<file path="config.mk">
export PLATFORM = sky130hd
export DESIGN_NAME = ddr_pim_sequencer
export DESIGN_NICKNAME = d
export VERILOG_FILES = /design/src/rtl/ddr_pim_sequencer.sv
export SDC_FILE = /design/constraint.sdc
export NUM_CORES = 1
export LEC_CHECK = 0
export CAP_MARGIN = 0
export CORE_MARGIN = 3
export CORE_UTILIZATION = 48
export CTS_CLUSTER_SIZE = 28
export DETAILED_ROUTE_END_ITERATION = 6
export GPL_TIMING_DRIVEN = 0
export PLACE_DENSITY_LB_ADDON = 0.3
export SYNTH_ARGS = -nofsm -noshare
export SYNTH_HDL_FRONTEND = slang
export SYNTH_SLANG_ARGS = --single-unit
</file>
<file path="constraint.sdc">
create_clock -name CLK -period 5.21 [get_ports CLK]
set_input_delay 0.521 -clock CLK [delete_from_list [all_inputs] [get_ports CLK]]
set_output_delay 0.521 -clock CLK [all_outputs]
set_load 0.005 [all_outputs]
</file>
<file path="src/rtl/ddr_pim_sequencer.sv">
// Upstream line-request sequencer for the DDR controller PIM0 port: one 4-word transaction at a time,
// write data streamed into the PIM write FIFO, read data popped into a credit-checked response buffer.
module ddr_pim_sequencer #(
   parameter int BURST_WORDS = 4,
   parameter int RSP_DEPTH   = 4
) (
   input  logic        CLK,
   input  logic        RST_N,
   input  logic        req_valid,
   output logic        req_ready,
   input  logic        req_rnw,
   input  logic [31:0] req_addr,
   input  logic        wd_valid,
   output logic        wd_ready,
   input  logic [63:0] wd_data,
   input  logic [7:0]  wd_be,
   output logic        rsp_valid,
   input  logic        rsp_ready,
   output logic [63:0] rsp_data,
   output logic [31:0] pim_addr,
   output logic        pim_addr_req,
   input  logic        pim_addr_ack,
   output logic        pim_rnw,
   output logic [3:0]  pim_size,
   output logic        pim_rdmodwr,
   output logic [63:0] pim_wr_data,
   output logic [7:0]  pim_wr_be,
   output logic        pim_wr_push,
   input  logic        pim_wr_almost_full,
   output logic        pim_wr_flush,
   output logic        pim_rd_flush,
   input  logic [63:0] pim_rd_data,
   output logic        pim_rd_pop,
   input  logic        pim_rd_empty,
   input  logic [1:0]  pim_rd_latency,
   input  logic        pim_init_done
);

   localparam int CW = $clog2(BURST_WORDS + 1);
   localparam int OW = $clog2(RSP_DEPTH + 1);
   localparam int PW = $clog2(RSP_DEPTH);

   typedef enum logic [2:0] {
      S_INIT, S_IDLE, S_WR_PUSH, S_WR_ADDR, S_RD_ADDR, S_RD_DATA
   } state_t;

   state_t        state_q;
   logic          flushed_q, flush_q;
   logic [31:0]   addr_q;
   logic          rnw_q, addr_req_q, rdmodwr_q, partial_q;
   logic [CW-1:0] word_cnt_q, pop_cnt_q, recv_cnt_q;
   logic [1:0]    lat_q;
   logic [1:0]    sr_q;
   logic [PW-1:0] wptr_q, rptr_q;
   logic [OW-1:0] occ_q, occ_d;
   logic [63:0]   mem_q [RSP_DEPTH];

   logic          req_acc, wd_xfer, rsp_pop, cap, credit_ok;
   logic [OW:0]   committed;
   logic [1:0]    lat_in;
   logic          addr_lo_unused;

   assign addr_lo_unused = ^req_addr[4:0];

   assign req_ready   = (state_q == S_IDLE) && (occ_q == '0);
   assign req_acc     = req_valid && req_ready;
   assign wd_ready    = (state_q == S_WR_PUSH) && !pim_wr_almost_full;
   assign wd_xfer     = wd_valid && wd_ready;
   assign pim_wr_push = wd_xfer;
   assign pim_wr_data = wd_data;
   assign pim_wr_be   = wd_be;

   // Words already popped but not yet captured still hold a buffer slot.
   assign committed  = {1'b0, occ_q} + (OW+1)'(pop_cnt_q - recv_cnt_q);
   assign credit_ok  = committed < (OW+1)'(RSP_DEPTH);
   assign pim_rd_pop = (state_q == S_RD_DATA) && !pim_rd_empty &&
                       (pop_cnt_q < CW'(BURST_WORDS)) && credit_ok;
   assign lat_in     = (pim_rd_latency == 2'd3) ? 2'd2 : pim_rd_latency;

   always_comb begin
      cap = 1'b0;
      if (state_q == S_RD_DATA) begin
         case (lat_q)
            2'd0:    cap = pim_rd_pop;
            2'd1:    cap = sr_q[0];
            default: cap = sr_q[1];
         endcase
      end
   end

   assign rsp_valid = (occ_q != '0);
   assign rsp_data  = mem_q[rptr_q];
   assign rsp_pop   = rsp_valid && rsp_ready;

   always_comb begin
      occ_d = occ_q;
      if (cap && !rsp_pop)
         occ_d = occ_q + OW'(1);
      else if (!cap && rsp_pop)
         occ_d = occ_q - OW'(1);
   end

   always_ff @(posedge CLK) begin
      if (cap)
         mem_q[wptr_q] <= pim_rd_data;
   end

   assign pim_addr     = addr_q;
   assign pim_addr_req = addr_req_q;
   assign pim_rnw      = rnw_q;
   assign pim_rdmodwr  = rdmodwr_q;
   assign pim_size     = 4'd1;
   assign pim_wr_flush = flush_q;
   assign pim_rd_flush = flush_q;

   always_ff @(posedge CLK) begin
      if (!RST_N) begin
         state_q    <= S_INIT;
         flushed_q  <= 1'b0;
         flush_q    <= 1'b0;
         addr_q     <= '0;
         rnw_q      <= 1'b0;
         addr_req_q <= 1'b0;
         rdmodwr_q  <= 1'b0;
         partial_q  <= 1'b0;
         word_cnt_q <= '0;
         pop_cnt_q  <= '0;
         recv_cnt_q <= '0;
         lat_q      <= '0;
         sr_q       <= '0;
         wptr_q     <= '0;
         rptr_q     <= '0;
         occ_q      <= '0;
      end else begin
         sr_q    <= {sr_q[0], pim_rd_pop};
         occ_q   <= occ_d;
         flush_q <= 1'b0;
         if (cap)
            wptr_q <= (wptr_q == PW'(RSP_DEPTH - 1)) ? '0 : wptr_q + PW'(1);
         if (rsp_pop)
            rptr_q <= (rptr_q == PW'(RSP_DEPTH - 1)) ? '0 : rptr_q + PW'(1);

         case (state_q)
            S_INIT: begin
               if (!flushed_q) begin
                  flush_q   <= 1'b1;
                  flushed_q <= 1'b1;
               end else if (pim_init_done) begin
                  state_q <= S_IDLE;
               end
            end
            S_IDLE: begin
               if (req_acc) begin
                  addr_q     <= {req_addr[31:5], 5'b0};
                  rnw_q      <= req_rnw;
                  word_cnt_q <= '0;
                  partial_q  <= 1'b0;
                  if (req_rnw) begin
                     state_q    <= S_RD_ADDR;
                     addr_req_q <= 1'b1;
                  end else begin
                     state_q <= S_WR_PUSH;
                  end
               end
            end
            S_WR_PUSH: begin
               if (wd_xfer) begin
                  word_cnt_q <= word_cnt_q + CW'(1);
                  if (wd_be != 8'hFF)
                     partial_q <= 1'b1;
                  if (word_cnt_q == CW'(BURST_WORDS - 1)) begin
                     state_q    <= S_WR_ADDR;
                     addr_req_q <= 1'b1;
                     rdmodwr_q  <= partial_q || (wd_be != 8'hFF);
                  end
               end
            end
            S_WR_ADDR: begin
               if (pim_addr_ack) begin
                  state_q    <= S_IDLE;
                  addr_req_q <= 1'b0;
                  rdmodwr_q  <= 1'b0;
               end
            end
            S_RD_ADDR: begin
               if (pim_addr_ack) begin
                  state_q    <= S_RD_DATA;
                  addr_req_q <= 1'b0;
                  pop_cnt_q  <= '0;
                  recv_cnt_q <= '0;
                  lat_q      <= lat_in;
               end
            end
            S_RD_DATA: begin
               if (pim_rd_pop)
                  pop_cnt_q <= pop_cnt_q + CW'(1);
               if (cap) begin
                  recv_cnt_q <= recv_cnt_q + CW'(1);
                  if (recv_cnt_q == CW'(BURST_WORDS - 1))
                     state_q <= S_IDLE;
               end
            end
            default: state_q <= S_INIT;
         endcase
      end
   end

endmodule

</file>
# == After elaboration in Yosys (flattened, before gate mapping) ==
# Memories as Yosys holds them, arrays and structs flattened. A register that Yosys moved wholly into a read port is not among the register bits.
# Index checks and enable logic that the tools add are counted.
# word_totals
latchBits,0
ram_bits,256
n_memories,1
input_bits,180
wordCells,132
romBits,0
reg_bits,56
out_inout_bits,182
# op_classes
n_eq_ne,25
div_mod_pow,0
shifts,0
n_lt_le_gt_ge,2
reduce_logical,35
addsub,9
bitwise,0
mul,0
mux,44
# mem_list
memory,words,word_bits,read_ports,rd_clocked_by_memory_dff,write_ports,line,source
mem_q,4,64,1,1,1,56,logic [63:0] mem_q [RSP_DEPTH];
# ops
operator,count
2-to-1 mux 3 bit,17
inequality test 2 bit (second input constant),9
one-hot mux 3 bit (2 select lines),3
one-hot mux 3 bit (6 select lines),1
2-to-1 mux 1 bit,14
adder 3 x 1 -> 3 bit (second input constant),4
equality test 3 x 2 -> 1 bit (second input constant),4
logical AND 1 bit,10
2-to-1 mux 2 bit,5
AND reduction 3 bit,3
AND reduction 9 bit,1
inequality test 2 x 1 -> 1 bit (second input constant),4
inequality test 8 bit (second input constant),1
AND reduction 4 bit,2
nonzero test 2 bit,4
equality test 2 bit (second input constant),3
equality test 3 bit (second input constant),2
zero test 3 bit,2
one-hot mux 1 bit (2 select lines),3
AND reduction 2 bit,3
AND reduction 6 bit,1
nonzero test 3 bit,2
adder 2 x 1 -> 2 bit (second input constant),2
adder 3 x 4 -> 4 bit,1
other kinds (11),14

# == Depth between registers and ports, before layout ==
# Gate-level depths: netlist (run 1).
# depth
depth_word,10
depth_mapped,15
ltp_nobuf,14

# == Worst setup path before layout (run 1) ==
# Ideal clock, no wire load.
# synth_timing
path_kind,reg2reg
startpoint,register occ_q[1]
endpoint,memory mem_q[0][0] (enable)
path_stages_with_launch,11
arrival_time_ns,3.655
setup_slack_ns,1.126
period_less_slack_ns,4.084
cell_sequence,dfxtp_1 > inv_1 > fa_1 > inv_1 > ha_1 > and3b_1 > nor4_1 > o21ai_1 > a21boi_1 > buf_4 > and2_1
# synth_between
elab_chain_len,7
# synth_lines
element,line,source
from (decl),55,"logic [OW-1:0] occ_q, occ_d;"
from (signal assigned),133,occ_q <= '0;
from (signal assigned),136,occ_q <= occ_d;
adder 3 x 4 -> 4 bit,74,"assign committed = {1'b0, occ_q} + (OW+1)'(pop_cnt_q - recv_cnt_q);"
< comparator 4 x 3 -> 1 bit,75,assign credit_ok = committed < (OW+1)'(RSP_DEPTH);
logical AND 1 bit,77,(pop_cnt_q < CW'(BURST_WORDS)) && credit_ok;
one-hot mux 1 bit (2 select lines),83,case (lat_q)
2-to-1 mux 1 bit,82,if (state_q == S_RD_DATA) begin
via cap,58,"logic req_acc, wd_xfer, rsp_pop, cap, credit_ok;"
2-to-1 mux 1 bit,104,if (cap)
2-to-1 mux 1 bit (implied by the code),105,mem_q[wptr_q] <= pim_rd_data;
to (decl),56,
# The timed path passes the listed nets, and every way through them passes these cells.

# == Final worst setup path (run 1) ==
# layout_timing
startpoint,register occ_q[1]
endpoint,output pim_rd_pop
# layout_between
elab_chain_len,3
# layout_lines
element,line,source
adder 3 x 4 -> 4 bit,74,
< comparator 4 x 3 -> 1 bit,75,
logical AND 1 bit,77,
to (decl),33,"output logic pim_rd_pop,"
# No other way between the ends.

==> results of run 1 <==
registers in the layout (all words and copies together), names as in the netlist, named ones only:
signal / count
flushed_q: 1
lat_q: 2
mem_q: 256
occ_q: 3
partial_q: 1
pim_addr: 27
pim_addr_req: 1
pim_rd_flush: 1
pim_rdmodwr: 1
pim_rnw: 1
pop_cnt_q: 3
recv_cnt_q: 3
rptr_q: 2
sr_q: 2
state_q: 3
word_cnt_q: 3
wptr_q: 2
synthesized netlist by cell type, types with 2 or more instances:
cell type and instances:
and3b_1 2, mux2i_1 9, inv_1 16, clkbuf_1 15, a21boi_0 7, a21boi_1 29, edfxtp_1 256, inv_2 2
nor2_1 9, or3_1 2, and2_1 9, dfxtp_1 58, buf_4 85, nor4_1 2, mux4_2 64, o21ai_0 3
or3b_1 3, a21oi_1 9, buf_2 11, nand2_1 76, nor3_1 3, nand3_1 9, nor2b_1 8, fa_1 3
ha_1 14, conb_1 2, o21ai_1 4, nor3b_1 2, o21a_1 2, nand2b_1 3, xnor2_1 2
power by group:
group          internal (uW)  switching, uW  total, uW
Sequential              2800           52.5       2850
Clock                   1400            919       2320
Combinational            810            573       1380
Total                   5000           1540       6550
final timing paths:
kind                             startpoint           to  slack [ns]  cells past startpoint
worst min-delay path            pim_addr[8]  pim_addr[8]        0.45                      2
worst max register to register     occ_q[1]     occ_q[2]        1.57                     15
worst max-delay path               occ_q[1]   pim_rd_pop        1.53                      8
worst min register to register  pim_addr[8]  pim_addr[8]        0.45                      2
metrics by stage:
| step | area, um2 | TNS, ns | util, % | setup slack, ns |
|---|---|---|---|---|
| after floorplan | 12600 | 0 | - | 1.13 |
| after global placement | 15900 | -52.94 | 62.4 | -0.227 |
| after detailed placement | 16000 | 0 | 62.8 | 1.57 |
| after CTS | 17100 | 0 | 67.1 | 1.48 |
| after global routing | 17100 | 0 | 67.1 | 1.21 |
| final | 17100 | 0 | 67.1 | 1.53 |
worst max-delay path: stages, from the launching register on:
cell and delay, ns:
dfxtp_1 0.43, inv_1 0.08, fa_1 0.48, inv_1 0.04
ha_1 0.27, and3b_1 0.17, nor4_1 0.31, o211a_2 0.30
clkdlybuf4s50_1 0.57
final cells by class:
cell class	instances	area share, %
inverters	18	0.395
clock inverters	18	1.02
multi-input cells	301	17.4
clock buffers	43	5.36
well taps	330	2.41
repair buffers	287	17.2
flip-flops and latches	314	51.7
plain buffers	112	4.45
logic make-up after synthesis:
logic type,count (synthesis),share of synthesized area (%)
flops,314,70.1
simple gates,134,5.12
buf+inv,130,6.56
mux,74,12.3
compound gates,64,3.80
fa+ha+maj,17,1.86
xor+xnor,3,0.208
other cells,2,0.0595
layer usage:
layer | GRT usage [%] | vias up | share of wire [%]
li1 | - | 3366 | -
met1 | 23.4 | 3577 | 37
met2 | 34.8 | 273 | 51
met3 | 7.47 | 54 | 9.2
met4 | 6.83 | 4 | 2.9
met5 | 0 | - | 0.094
==> out/metrics.csv, run 1 <==
metric,value,unit
post-synthesis cell count,738,
DRC viols,0,
Post-CTS Setup Bufs,0,
worst skew pair latency,0.50,ns
HPWL after DPL,20.1,mm
data arrival time of the critical path,3.16,ns
global route overflow,0,
Synth cell types,50,
clk sink count,314,
worst-margin pin slew,0.719,ns
Post-synth EDFFs,256,
die span in y,168,um
PwrDens,383,nW/um2
Synth Area per Inst,17.1,um2
Final ANT Viol Nets,0,
post-synth top area cell,edfxtp_1,
min-delay worst type,flop to flop,
setup violators final,0,
CTS tree,built,
Multi-input gate area,2980,um2
Seq. cell area,8850,um2
first-pass GRT wire length,44.2,mm
"top cells by area, synth","edfxtp_1, mux4_2, dfxtp_1",
CTS H-Tree Depth,2,
Resized cells post-CTS,0,
critical path class,flop to output pin,
Layout Nets,1265,
fraction of layout cells with a size suffix above 1,21.0,%
Cell Count Post-Placement,1362,
headroom to the max-slew limit,52.1,%
Rows,58,
Worst VDD drop,0.359,mV
sequential area share after synthesis,70.1,%
Final Wtd Congestion,0.826,
Synth Flop Type,edfxtp_1,
final wirelength,28.8,mm
CTS buffer count,34,
cts hold-fix bufs,0,
largest net degree at the start of global routing,58,
# diodes,0,
1st-pass router iterations,4,
Worst setup EP type,output pin,
unrepaired setup endpoints after global routing,no,
top-area cell type share of the netlist area,60.9,%
fin crit share,70.6,%
Global Route Usage Sum,20.2,%
Synth Register Bits,314,
via count,7274,
Max Fclk,0.272,GHz
Routed WL per cell,20.2,um
hold_ws,0.450,ns
Critical Path RT,4.69,ns
clk buf depth,3,
asr flop ratio synth,0,%
"commonest non-fill, non-tap cells in the layout","clkdlybuf4s50_1, edfxtp_1, buf_4, nand2_1, mux4_2",
"commonest non-fill, non-tap cell in the layout",clkdlybuf4s50_1,
Power Total,6550,uW
crit path launch type,flop,
Pleak,0.00583,uW
Clock Skew,0.0184,ns
Max-cap violations,0,
Syn. warnings,0,
die extent in x,168,um
die area,28300,um2
"Reg clk slew, reported paths",0.06,ns
DRT iter0 DRCs,386,
Final Hold Viols,0,
CORE AREA,25500,um2
area of the mapped netlist,12600,um2
vias in the first global route,7853,
initial antenna violation count,2,
vias per cell,5.11,
fillers,1790,
Pins Over Slew Limit,0,
starting density of the core,49.5,%
status,"finished, final reports clean",
# IOs,362,
Finished Layout Cells,1423,
Layout Area Growth over Synthesis,35.5,%
Port Buffers,283,
CP max FO,6,
clock root buffer,clkbuf_16,
Final min period,3.68,ns
Note: power is estimated with default switching activity, not from simulation.
==> inputs of run 2 (changes only) <==
clock period = 3.44 ns   (was 5.21 ns; I/O delays follow)
==> out/metrics.csv, run 2 (synthesis gave the netlist of run 1 again) <==
metric,value,unit
status,"finished, final reports clean",
Rows,58,
Biggest register,mem_q,
PwrDens,573,nW/um2
fin crit share,95.2,%
Clock power frac,34.3,%
crit path launch type,flop,
R2R Setup Slk,0.17,ns
Routed WL per cell,20.5,um
number of flip-flops in the largest register,256,
worst skew pair latency,0.51,ns
fraction of layout cells with a size suffix above 1,21.2,%
Min-Delay Path Depth,3,
clock root buffer,clkbuf_16,
Cell Count Post-Placement,1362,
Logic pwr share,21.7,%
vias in the first global route,7840,
Final min period,3.27,ns
sequential share of power,44.0,%
"Reg clk slew, reported paths",0.06,ns
Fin Setup TNS,0,ns
hold_ws,0.384,ns
worst-margin pin slew,0.695,ns
Seq. cell area,8850,um2
# IOs,362,
"commonest non-fill, non-tap cell in the layout",clkdlybuf4s50_1,
CTS H-Tree Depth,2,
Worst setup EP type,flop,
die area,28300,um2
DRC viols,0,
initial antenna violation count,3,
Worst Reg-to-Reg Cells,15,
Critical Path RT,3.88,ns
Multi-input gate area,3010,um2
largest net degree at the start of global routing,51,
global route overflow,0,
Layout Nets,1269,
headroom to the max-slew limit,53.7,%
Placed Area,16000,um2
Finished Layout Cells,1430,
Max Fclk,0.305,GHz
CTS buffer count,34,
die span in y,168,um
Final Wtd Congestion,0.846,
DRT iter0 DRCs,549,
fillers,1772,
FF-to-FF End,occ_q[2],
unrepaired setup endpoints after global routing,yes,
vias per cell,5.12,
Clock Skew,0.0117,ns
final wirelength,29.4,mm
CP max FO,3,
CTS tree,built,
FF-to-FF Start,pop_cnt_q[1],
HPWL after DPL,19.7,mm
clk sink count,314,
Internal Power,7430,uW
Pins Over Slew Limit,0,
min-delay worst type,input port to flop,
Max-cap violations,0,
Final Hold Viols,0,
"commonest non-fill, non-tap cells in the layout","clkdlybuf4s50_1, edfxtp_1, buf_4, nand2_1, mux4_2",
critical path class,flop to flop,
Min-Delay Startpoint,req_addr[26],
Port Buffers,283,
die extent in x,168,um
P_sw,2380,uW
hold endpoint,pim_addr[26],
Final ANT Viol Nets,0,
Worst VDD drop,0.504,mV
final instance area,17100,um2
Pleak,0.00585,uW
data arrival time of the critical path,3.71,ns
first-pass GRT wire length,43.4,mm
Layout Area Growth over Synthesis,35.6,%
switching part of the total,24.2,%
CORE AREA,25500,um2
clk buf depth,3,
1st-pass router iterations,4,
via count,7324,
starting density of the core,49.5,%
Global Route Usage Sum,19.8,%
cts hold-fix bufs,0,
setup violators final,0,
-- run 2: worst max path at each step --
stage | to | startpoint | slack, ns
after floorplan | mem_q[3][0] | occ_q[1] | 0.05
after global placement | mem_q[0][48] | occ_q[1] | -0.76
after detailed placement | occ_q[2] | occ_q[1] | -0.25
after CTS | occ_q[2] | pop_cnt_q[1] | -0.04
after global routing | occ_q[2] | pop_cnt_q[1] | -0.06
final | occ_q[2] | pop_cnt_q[1] | 0.17
-- run 2: worst max-delay path, cell delays in order (launching register included) --
cell and delay, ns:
dfxtp_2 0.34, inv_1 0.06, fa_1 0.53, inv_1 0.05
ha_1 0.27, and3b_2 0.23, nor4_4 0.19, o21ai_2 0.09
a21boi_1 0.14, buf_4 0.12, ha_2 0.17, inv_1 0.05
fa_1 0.38, xor2_1 0.18, or3_1 0.30, a21boi_1 0.11
-- run 2: routing by layer --
layer,global-route usage (%),wire (um)
met3,7.07,2620
met2,34.2,15100
met5,0,13
met4,5.51,584
met1,23.7,11000
-- run 2: repair_timing --
item | 4_1_cts | 5_1_grt
buffers inserted | 2 | 1
gates cloned | 0 | 2
setup endpoints to repair | 84 | 179
pin swaps | 2 | 5
gates resized for setup | 2 | 8
-- run 2: final cells by class --
| cell class | count | area share, % |
|---|---|---|
| Antenna cell | 3 | 0.0439 |
| Buffer | 111 | 4.42 |
| Clock buffer | 45 | 5.34 |
| Clock inverter | 16 | 0.680 |
| Inverter | 18 | 0.395 |
| Multi-Input combinational cell | 303 | 17.6 |
| Sequential cell | 314 | 51.7 |
| Tap cell | 330 | 2.41 |
| Timing Repair Buffer | 290 | 17.3 |
-- run 2: stage by stage --
stage          total power, uW  utilization [%]  worst slack, ns
5_1_grt                  10200             67.2          -0.0627
6_report                  9810             67.2            0.166
4_1_cts                   9910             67.0          -0.0426
3_3_place_gp              6480             62.4           -0.755
3_5_place_dp              6510             62.8           -0.247
2_1_floorplan             5510                -           0.0539
-- run 2: power groups by stage --
stage,clock (uW),combinational [uW],sequential [uW]
floorplan,0,1130,4380
global placement,0,2090,4390
detailed placement,0,2120,4390
CTS,3450,2140,4320
global route,3600,2310,4330
finish,3360,2130,4320
==> inputs of run 3 (changes only) <==
SKIP_CTS_REPAIR_TIMING = 1   (was unset)
clock period = 3.2 ns   (was 3.44 ns; I/O delays follow)
==> out/metrics.csv, run 3 (synthesis gave the netlist of run 1 again) <==
metric,value,unit
die extent in x,168,um
final setup margin,-0.195,ns
CP max FO,2,
number of flip-flops in the largest register,256,
"Top cell by count, worst path",inv_2,
DRT iter0 DRCs,492,
"commonest non-fill, non-tap cells in the layout","clkdlybuf4s50_1, edfxtp_1, buf_4, nand2_1, mux4_2",
P_sw,2520,uW
worst skew pair latency,0.54,ns
DRC viols,0,
Global Route Usage Sum,19.7,%
Clock Skew,0.0116,ns
fraction of layout cells with a size suffix above 1,22.9,%
Pins Over Slew Limit,0,
initial antenna violation count,2,
die area,28300,um2
data arrival time of the critical path,3.86,ns
clk sink count,314,
CTS buffer count,31,
CP bufs+invs,4,
Worst setup EP type,flop,
Critical Path RT,3.66,ns
1st-pass router iterations,5,
worst-margin pin slew,0.711,ns
Final Hold Viols,0,
Rows,58,
vias in the first global route,7785,
vias per cell,5.14,
Crit path largest cell delay,0.53,ns
largest net degree at the start of global routing,47,
status,"complete, but fails checks",
Final min period,3.39,ns
Power Total,10800,uW
hold_ws,0.322,ns
Final ANT Viol Nets,0,
cell family with most CP delay,adder cells,
min-delay worst type,input port to flop,
headroom to the max-slew limit,52.2,%
CTS H-Tree Depth,1,
starting density of the core,49.5,%
HPWL after DPL,19.7,mm
fin crit share,106,%
CORE AREA,25500,um2
Max Fclk,0.295,GHz
unrepaired setup endpoints after global routing,yes,
Routed WL per cell,20.6,um
failing checks,setup timing,
clk buf depth,3,
Worst Reg-to-Reg Cells,15,
first-pass GRT wire length,44.0,mm
"Reg clk slew, reported paths",0.06,ns
Worst VDD drop,0.484,mV
die span in y,168,um
Layout Nets,1276,
critical path class,flop to flop,
switching part of the total,23.3,%
Cell Count Post-Placement,1362,
final wirelength,29.5,mm
"commonest non-fill, non-tap cell in the layout",clkdlybuf4s50_1,
Internal Power,8310,uW
Layout Area Growth over Synthesis,37.7,%
global route overflow,0,
Min-Delay Path Depth,3,
Final Wtd Congestion,0.855,
Biggest register,mem_q,
via count,7365,
# IOs,362,
worst-path cell chain,"inv_2, fa_1, inv_1, ha_1, and3b_2, nor4_4, o21ai_2, a21boi_2, buf_6, ha_4, inv_2, fa_2, xor2_2, or3_1, a21boi_1",
slowest CP cell,fa_1,
CTS tree,built,
# diodes,0,
setup violators final,1,
crit path launch type,flop,
CP Depth,15,
Finished Layout Cells,1433,
Clock power frac,35.8,%
clock root buffer,clkbuf_16,
sequential share of power,42.9,%
Port Buffers,283,
Max-cap violations,0,
PwrDens,623,nW/um2
Logic pwr share,21.4,%
Pleak,0.00598,uW
==> run 3: power groups by stage <==
| stage | registers [uW] | logic (uW) | clock network, uW |
|---|---|---|---|
| floorplan | 4710 | 1220 | 0 |
| global route | 4660 | 2510 | 4120 |
| finish | 4640 | 2320 | 3870 |
| CTS | 4640 | 2290 | 3960 |
| detailed placement | 4720 | 2270 | 0 |
| global placement | 4720 | 2240 | 0 |
==> run 3: per-stage QoR <==
| stage | setup TNS [ns] | cell area, um2 | utilization (%) | setup slack, ns |
|---|---|---|---|---|
| after global placement | -234.39 | 15900 | 62.4 | -0.944 |
| after floorplan | -33.72 | 12700 | - | -0.131 |
| after detailed placement | -30.33 | 16000 | 62.9 | -0.468 |
| final | -0.195 | 17400 | 68.2 | -0.195 |
| after global routing | -23.31 | 17400 | 68.2 | -0.395 |
| after CTS | -32.23 | 17100 | 67.2 | -0.463 |
==> run 3: worst register-to-register path: stages, from the launching register on <==
cell and delay (ns):
dfxtp_2 0.33, inv_2 0.04, fa_1 0.53, inv_1 0.04
ha_1 0.25, and3b_2 0.22, nor4_4 0.32, o21ai_2 0.11
a21boi_2 0.18, buf_6 0.12, ha_4 0.14, inv_2 0.04
fa_2 0.37, xor2_2 0.15, or3_1 0.35, a21boi_1 0.13
==> run 3: final timing paths <==
kind | startpoint | to | slack [ns]
hold / removal | req_addr[9] | pim_addr[9] | 0.32
setup / recovery | pop_cnt_q[1] | occ_q[2] | -0.19
setup reg to reg | pop_cnt_q[1] | occ_q[2] | -0.19
hold reg to reg | pim_addr[9] | pim_addr[9] | 0.45
==> run 3: area by class of cell <==
class | count | area, um2
inverters | 18 | 67.6
well taps | 330 | 413
flip-flops and latches | 314 | 8850
multi-input cells | 304 | 3060
clock inverters | 24 | 314
clock buffers | 33 | 783
plain buffers | 111 | 762
fillers | 1706 | 8100
repair buffers | 299 | 3130
==> run 3: per-layer routing <==
metal	share of wire, %	global-route usage [%]	up-vias
met5	0.088	0	-
met4	1.4	4.13	4
met3	8.8	6.18	36
met2	52	34.7	294
met1	38	24.2	3639
li1	-	-	3392
==> patch 1: new RTL, settings of run 1 <==
`BURST_WORDS`: 4 -> 8.
--- a/src/rtl/ddr_pim_sequencer.sv
+++ b/src/rtl/ddr_pim_sequencer.sv
@@ -1,7 +1,7 @@
 // Upstream line-request sequencer for the DDR controller PIM0 port: one 4-word transaction at a time,
 // write data streamed into the PIM write FIFO, read data popped into a credit-checked response buffer.
 module ddr_pim_sequencer #(
-   parameter int BURST_WORDS = 4,
+   parameter int BURST_WORDS = 8,
    parameter int RSP_DEPTH   = 4
 ) (
    input  logic        CLK,
Check against the original RTL: no difference found for any inputs over 4 cycles, from zero or initial values and one cycle with RST_N low; that may be too few to reach the edited logic, so the function may still have changed.
==> patch 1 against run 1 <==
- clock skew decreased by 0.0027 ns
- wire length fell by 3.7%
- global-route usage decreased by 1.1 points
- sequential cell count up 3
- fmax decreased by 8.4%
- non-clock buffer count increased by 2
- design area rose by 0.94%
- area after synthesis is 1.5% higher
- total power fell by 0.56%
- count of clock-buffer cells in the layout stayed put
- worst setup slack worse by 0.34 ns
- largest cell class unchanged
- largest power group unchanged
==> patch 1: results (changes against run 1) <==
- The met3 track utilization from global routing is 5.64% (was 7.47%).
- The instance area after placement was 16200 µm² (was 16000 µm²).
- The number of nets in the layout is 1291 (was 1265).
- The final number of setup-violating endpoints is 0 (unchanged).
- The met1 capacity usage during global routing was 22.9% (was 23.4%).
- The sequential fraction of the synthesis area came to 69.6% (was 70.1%).
- The post-cts sizing count is 0 (unchanged).
- The unique cell type count in the Yosys netlist is 54 (was 50).
- The start point of the worst min-delay path is pim_rnw$_SDFFE_PN0P_ (was pim_addr[8]$_SDFFE_PN0P_).
- The via count of the first global-routing pass came to 7982 (was 7853).
- The fraction of met2 tracks used by global routing was 34.0% (was 34.8%).
- The number of flip-flops in the largest register came to 256 (unchanged).
- The most used flip-flop cell after synthesis is sky130_fd_sc_hd__edfxtp_1 (unchanged).
- The via count was 7482 (was 7274).
- The leakage power is 5.91 nW (was 5.83 nW).
- The largest incremental delay on the critical path is 0.59 ns (was 0.57 ns).
- Run status: finished clean (unchanged).
- The net switching fraction of the power is 24.1% (was 23.6%).
- The data arrival time of the critical path is 3.50 ns (was 3.16 ns).
- Main area contributors after synthesis: sky130_fd_sc_hd__edfxtp_1 (60%), sky130_fd_sc_hd__mux4_2 (11%), sky130_fd_sc_hd__dfxtp_1 (9.5%) (was sky130_fd_sc_hd__edfxtp_1 (61%), sky130_fd_sc_hd__mux4_2 (11%), sky130_fd_sc_hd__dfxtp_1 (9.2%)).
- The total clock buffers created by CTS is 35 (was 34).
- The source of the critical timing path is pop_cnt_q[2]$_SDFFE_PN0P_ (was occ_q[1]$_SDFFE_PN0P_).
- The wire length of the first global-routing pass is 42.9 mm (was 44.2 mm).
- The average wire per cell in the routed design came to 19.0 µm (was 20.2 µm).
- The total global routing track utilization is 19.1% (was 20.2%).
- The flop-to-flop setup slack came to 1.38 ns (was 1.57 ns).
- The transition time at the pin with the least slew margin is 0.686 ns (was 0.719 ns).
- The clock skew after layout was 0.0157 ns (was 0.0184 ns).
- The minimum setup slack in the final design is 1.19 ns (was 1.53 ns).
- The worst hold-check slack came to 0.457 ns (was 0.450 ns).
- The detailed router's first-iteration violation count is 522 (was 386).
- The count of H-tree levels built during CTS is 2 (unchanged).
- Top cells by instance count after synthesis: sky130_fd_sc_hd__edfxtp_1 (256), sky130_fd_sc_hd__buf_4 (84), sky130_fd_sc_hd__nand2_1 (77) (was sky130_fd_sc_hd__edfxtp_1 (256), sky130_fd_sc_hd__buf_4 (85), sky130_fd_sc_hd__nand2_1 (76)).
- The worst vdd rail ir drop is 305 µV (was 359 µV).
- The final weighted congestion in routability-driven placement was 0.790 (was 0.826).
- The fraction of layout cells with a size suffix above 1 is 19.9% (was 21.0%).
- The final global-route overflow total is 0 (unchanged).
- The critical path's top delay family is buffers and inverters (was adder cells).
- The placed wire-length estimate came to 19.3 mm (was 20.1 mm).
- The largest net degree at the start of global routing is 49 (was 58).
patch 1: layer usage:
layer  wire length (µm)  vias up  part of all wire [%]
met5                 10        -                 0.036
met3               2290       41                   8.3
met4                510        2                   1.8
li1                   -     3472                     -
met2              14500      295                    52
met1              10400     3672                    38
patch 1: power groups by stage:
stage	registers, W	clock network, W	logic [W]
floorplan	0.00291	0	0.000757
global placement	0.00291	0	0.00141
detailed placement	0.00291	0	0.00143
CTS	0.00286	0.00230	0.00144
global route	0.00287	0.00240	0.00154
finish	0.00286	0.00224	0.00141
patch 1: per-stage QoR:
stage	power, W	cells
floorplan	0.00367	772
global placement	0.00432	1390
detailed placement	0.00434	1394
CTS	0.00660	1458
global route	0.00681	1458
finish	0.00651	1459
patch 1: final cells by class:
cell class	count	area [µm²]
Multi-Input combinational cell	323	3100
Antenna cell	1	2.50
Clock inverter	21	151
Inverter	18	67.6
Clock buffer	43	906
Timing Repair Buffer	287	2940
Buffer	114	772
Sequential cell	317	8910
Fill cell	1868	8870
Tap cell	335	419
patch 1: kinds of logic after synthesis:
| family | after synthesis | share of synthesized area (%) |
|---|---|---|
| mux | 73 | 12.0 |
| compound gates | 67 | 3.59 |
| xor+xnor | 6 | 0.410 |
| other cells | 2 | 0.0586 |
| fa+ha+maj | 15 | 1.64 |
| flops | 317 | 69.6 |
| buf+inv | 132 | 6.55 |
| simple gates | 153 | 6.22 |
patch 1: worst paths after layout:
check	endpoint	cells after the start
min reg2reg	pim_rnw$_SDFFE_PN0P_	2
max	pim_rd_pop	9
max reg2reg	occ_q[2]$_SDFFE_PN0P_	15
min	pim_rnw$_SDFFE_PN0P_	2
==> patch 2: new RTL, flow settings as in run 1 <==
Without the edit above. Encoding of `state_t`: now one-hot (6 bits for 6 states).
--- a/src/rtl/ddr_pim_sequencer.sv
+++ b/src/rtl/ddr_pim_sequencer.sv
@@ -40,8 +40,8 @@
    localparam int OW = $clog2(RSP_DEPTH + 1);
    localparam int PW = $clog2(RSP_DEPTH);
 
-   typedef enum logic [2:0] {
-      S_INIT, S_IDLE, S_WR_PUSH, S_WR_ADDR, S_RD_ADDR, S_RD_DATA
+   typedef enum logic [5:0] {
+      S_INIT = 6'b000001, S_IDLE = 6'b000010, S_WR_PUSH = 6'b000100, S_WR_ADDR = 6'b001000, S_RD_ADDR = 6'b010000, S_RD_DATA = 6'b100000
    } state_t;
 
    state_t        state_q;
Check against the original RTL: same outputs for any inputs over 4 cycles, from zero or initial values and one cycle with RST_N low; so few cycles prove little.
==> patch 2 against run 1 <==
- wire length hardly changed
- worst setup slack lost 0.41 ns
- design area down 0.33%
- clock power down 11%
- area after synthesis rose by 0.60%
- sequential cell count up 3
- total power shrank 4.1%
- hold slack better by 0.0051 ns
- critical endpoint unchanged
==> patch 2: results (changes against run 1) <==
- The unique cell type count in the Yosys netlist is 59 (was 50).
- The initial antenna violation count is 1 (was 2).
- The remaining max-slew budget at the tightest pin came to 45.8% (was 52.1%).
- The fraction of layout cells with a size suffix above 1 came to 19.4% (was 21.0%).
- The worst-skew pair later-pin latency is 0.57 ns (was 0.50 ns).
- Top cells by instance count after synthesis: sky130_fd_sc_hd__edfxtp_1 (256), sky130_fd_sc_hd__buf_4 (82), sky130_fd_sc_hd__nand2_1 (75) (was sky130_fd_sc_hd__edfxtp_1 (256), sky130_fd_sc_hd__buf_4 (85), sky130_fd_sc_hd__nand2_1 (76)).
- The library cell used as clock root buffer is sky130_fd_sc_hd__clkbuf_16 (unchanged).
- The largest net degree at the start of global routing is 53 (was 58).
- The total clock buffers created by CTS came to 31 (was 34).
- The detailed-router iteration count before antenna repair is 5 (was 4).
- The clock skew after layout is 0.0193 ns (was 0.0184 ns).
- The via count is 7491 (was 7274).
- The number of nets in the layout is 1285 (was 1265).
- Main area contributors after synthesis: sky130_fd_sc_hd__edfxtp_1 (61%), sky130_fd_sc_hd__mux4_2 (11%), sky130_fd_sc_hd__dfxtp_1 (9.6%) (was sky130_fd_sc_hd__edfxtp_1 (61%), sky130_fd_sc_hd__mux4_2 (11%), sky130_fd_sc_hd__dfxtp_1 (9.2%)).
- The detailed router's first-iteration violation count is 558 (was 386).
- The wire length of the first global-routing pass is 44.4 mm (was 44.2 mm).
- The average wire per cell in the routed design is 20.0 µm (was 20.2 µm).
- The worst vdd rail ir drop is 337 µV (was 359 µV).
- The end of the worst hold path is pim_addr[15]$_SDFFE_PN0P_ (was pim_addr[8]$_SDFFE_PN0P_).
- The flop-to-flop setup slack is 1.30 ns (was 1.57 ns).
- The placed wire-length estimate is 20.4 mm (was 20.1 mm).
- The via count of the first global-routing pass is 7951 (was 7853).
- The worst hold path depth is 2 (unchanged).
- The instance area after placement is 16100 µm² (was 16000 µm²).
- The leakage power is 5.86 nW (was 5.83 nW).
- The data arrival time of the critical path was 3.56 ns (was 3.16 ns).
- Run status: finished clean (unchanged).
- The final weighted congestion in routability-driven placement is 0.878 (was 0.826).
- The worst reg-to-reg path cell count is 14 (was 15).
- The start point of the worst min-delay path was pim_addr[15]$_SDFFE_PN0P_ (was pim_addr[8]$_SDFFE_PN0P_).
- The count of H-tree levels built during CTS is 1 (was 2).
- The sequential fraction of the synthesis area is 70.2% (was 70.1%).
==> patch 2: critical path, stage by stage (launching register included) <==
cell and delay (ns):
sky130_fd_sc_hd__dfxtp_1 0.42, sky130_fd_sc_hd__inv_1 0.12, sky130_fd_sc_hd__fa_1 0.49, sky130_fd_sc_hd__inv_1 0.04
sky130_fd_sc_hd__ha_1 0.28, sky130_fd_sc_hd__and3b_1 0.18, sky130_fd_sc_hd__nor4_1 0.51, sky130_fd_sc_hd__o21ai_1 0.29
sky130_fd_sc_hd__inv_1 0.15, sky130_fd_sc_hd__clkdlybuf4s50_1 0.53
==> patch 2: final cells by class <==
type,instances,area (µm²),share of cell area (%)
well taps,330,413,2.42
plain buffers,110,733,4.30
repair buffers,287,2940,17.3
clock inverters,22,140,0.822
diodes,1,2.50,0.0147
inverters,20,75.1,0.440
clock buffers,36,815,4.78
multi-input cells,321,3010,17.7
flip-flops and latches,317,8910,52.3
==> patch 2: worst max path at each step <==
stage                                        end  slack, ns  cells after the start
final                                 pim_rd_pop       1.13                      9
after global routing                  pim_rd_pop       0.91                      9
after CTS                             pim_rd_pop       1.10                      9
after detailed placement   occ_q[2]$_SDFFE_PN0P_       1.35                     14
after global placement    mem_q[0][49]$_DFFE_PP_      -0.44                      9
after floorplan            mem_q[0][0]$_DFFE_PP_       1.04                      9
==> patch 2: report_power, final <==
part / internal [W] / switching [W]
logic: 0.000831 / 0.000565
clock network: 0.00116 / 0.000900
registers: 0.00278 / 0.0000447
==> patch 2: cells by family (layout without fill, tap and decap cells) <==
kind of cell / Yosys count / count (layout) / share of synthesized area [%]
XOR/XNOR: 4 / 4 / 0.276
other: 2 / 10 / 0.0592
buffers and inverters: 130 / 475 / 6.37
AND/OR/NAND/NOR: 150 / 150 / 5.93
multiplexers: 69 / 69 / 11.7
AO/OA/AOI/OAI: 72 / 72 / 3.58
flip-flops: 317 / 317 / 70.2
adder cells (fa/ha/maj): 17 / 17 / 1.85
==> patch 2: through the flow <==
stage	worst slack, ns	util, %	std cells	hold slack [ns]
4_1_cts	1.10	66.5	1443	0.453
3_3_place_gp	-0.436	62.3	1381	0.440
3_5_place_dp	1.35	62.8	1385	0.440
5_1_grt	0.907	66.5	1443	0.477
6_report	1.13	66.5	1444	0.455
2_1_floorplan	1.04	-	768	0.423
==> patch 2: layer usage <==
metal	global-route usage [%]	share of wire (%)	up-vias
met3	6.19	8.7	56
li1	-	-	3478
met2	34.2	50	302
met5	0	0	-
met4	6.40	3.4	0
met1	24.2	38	3655
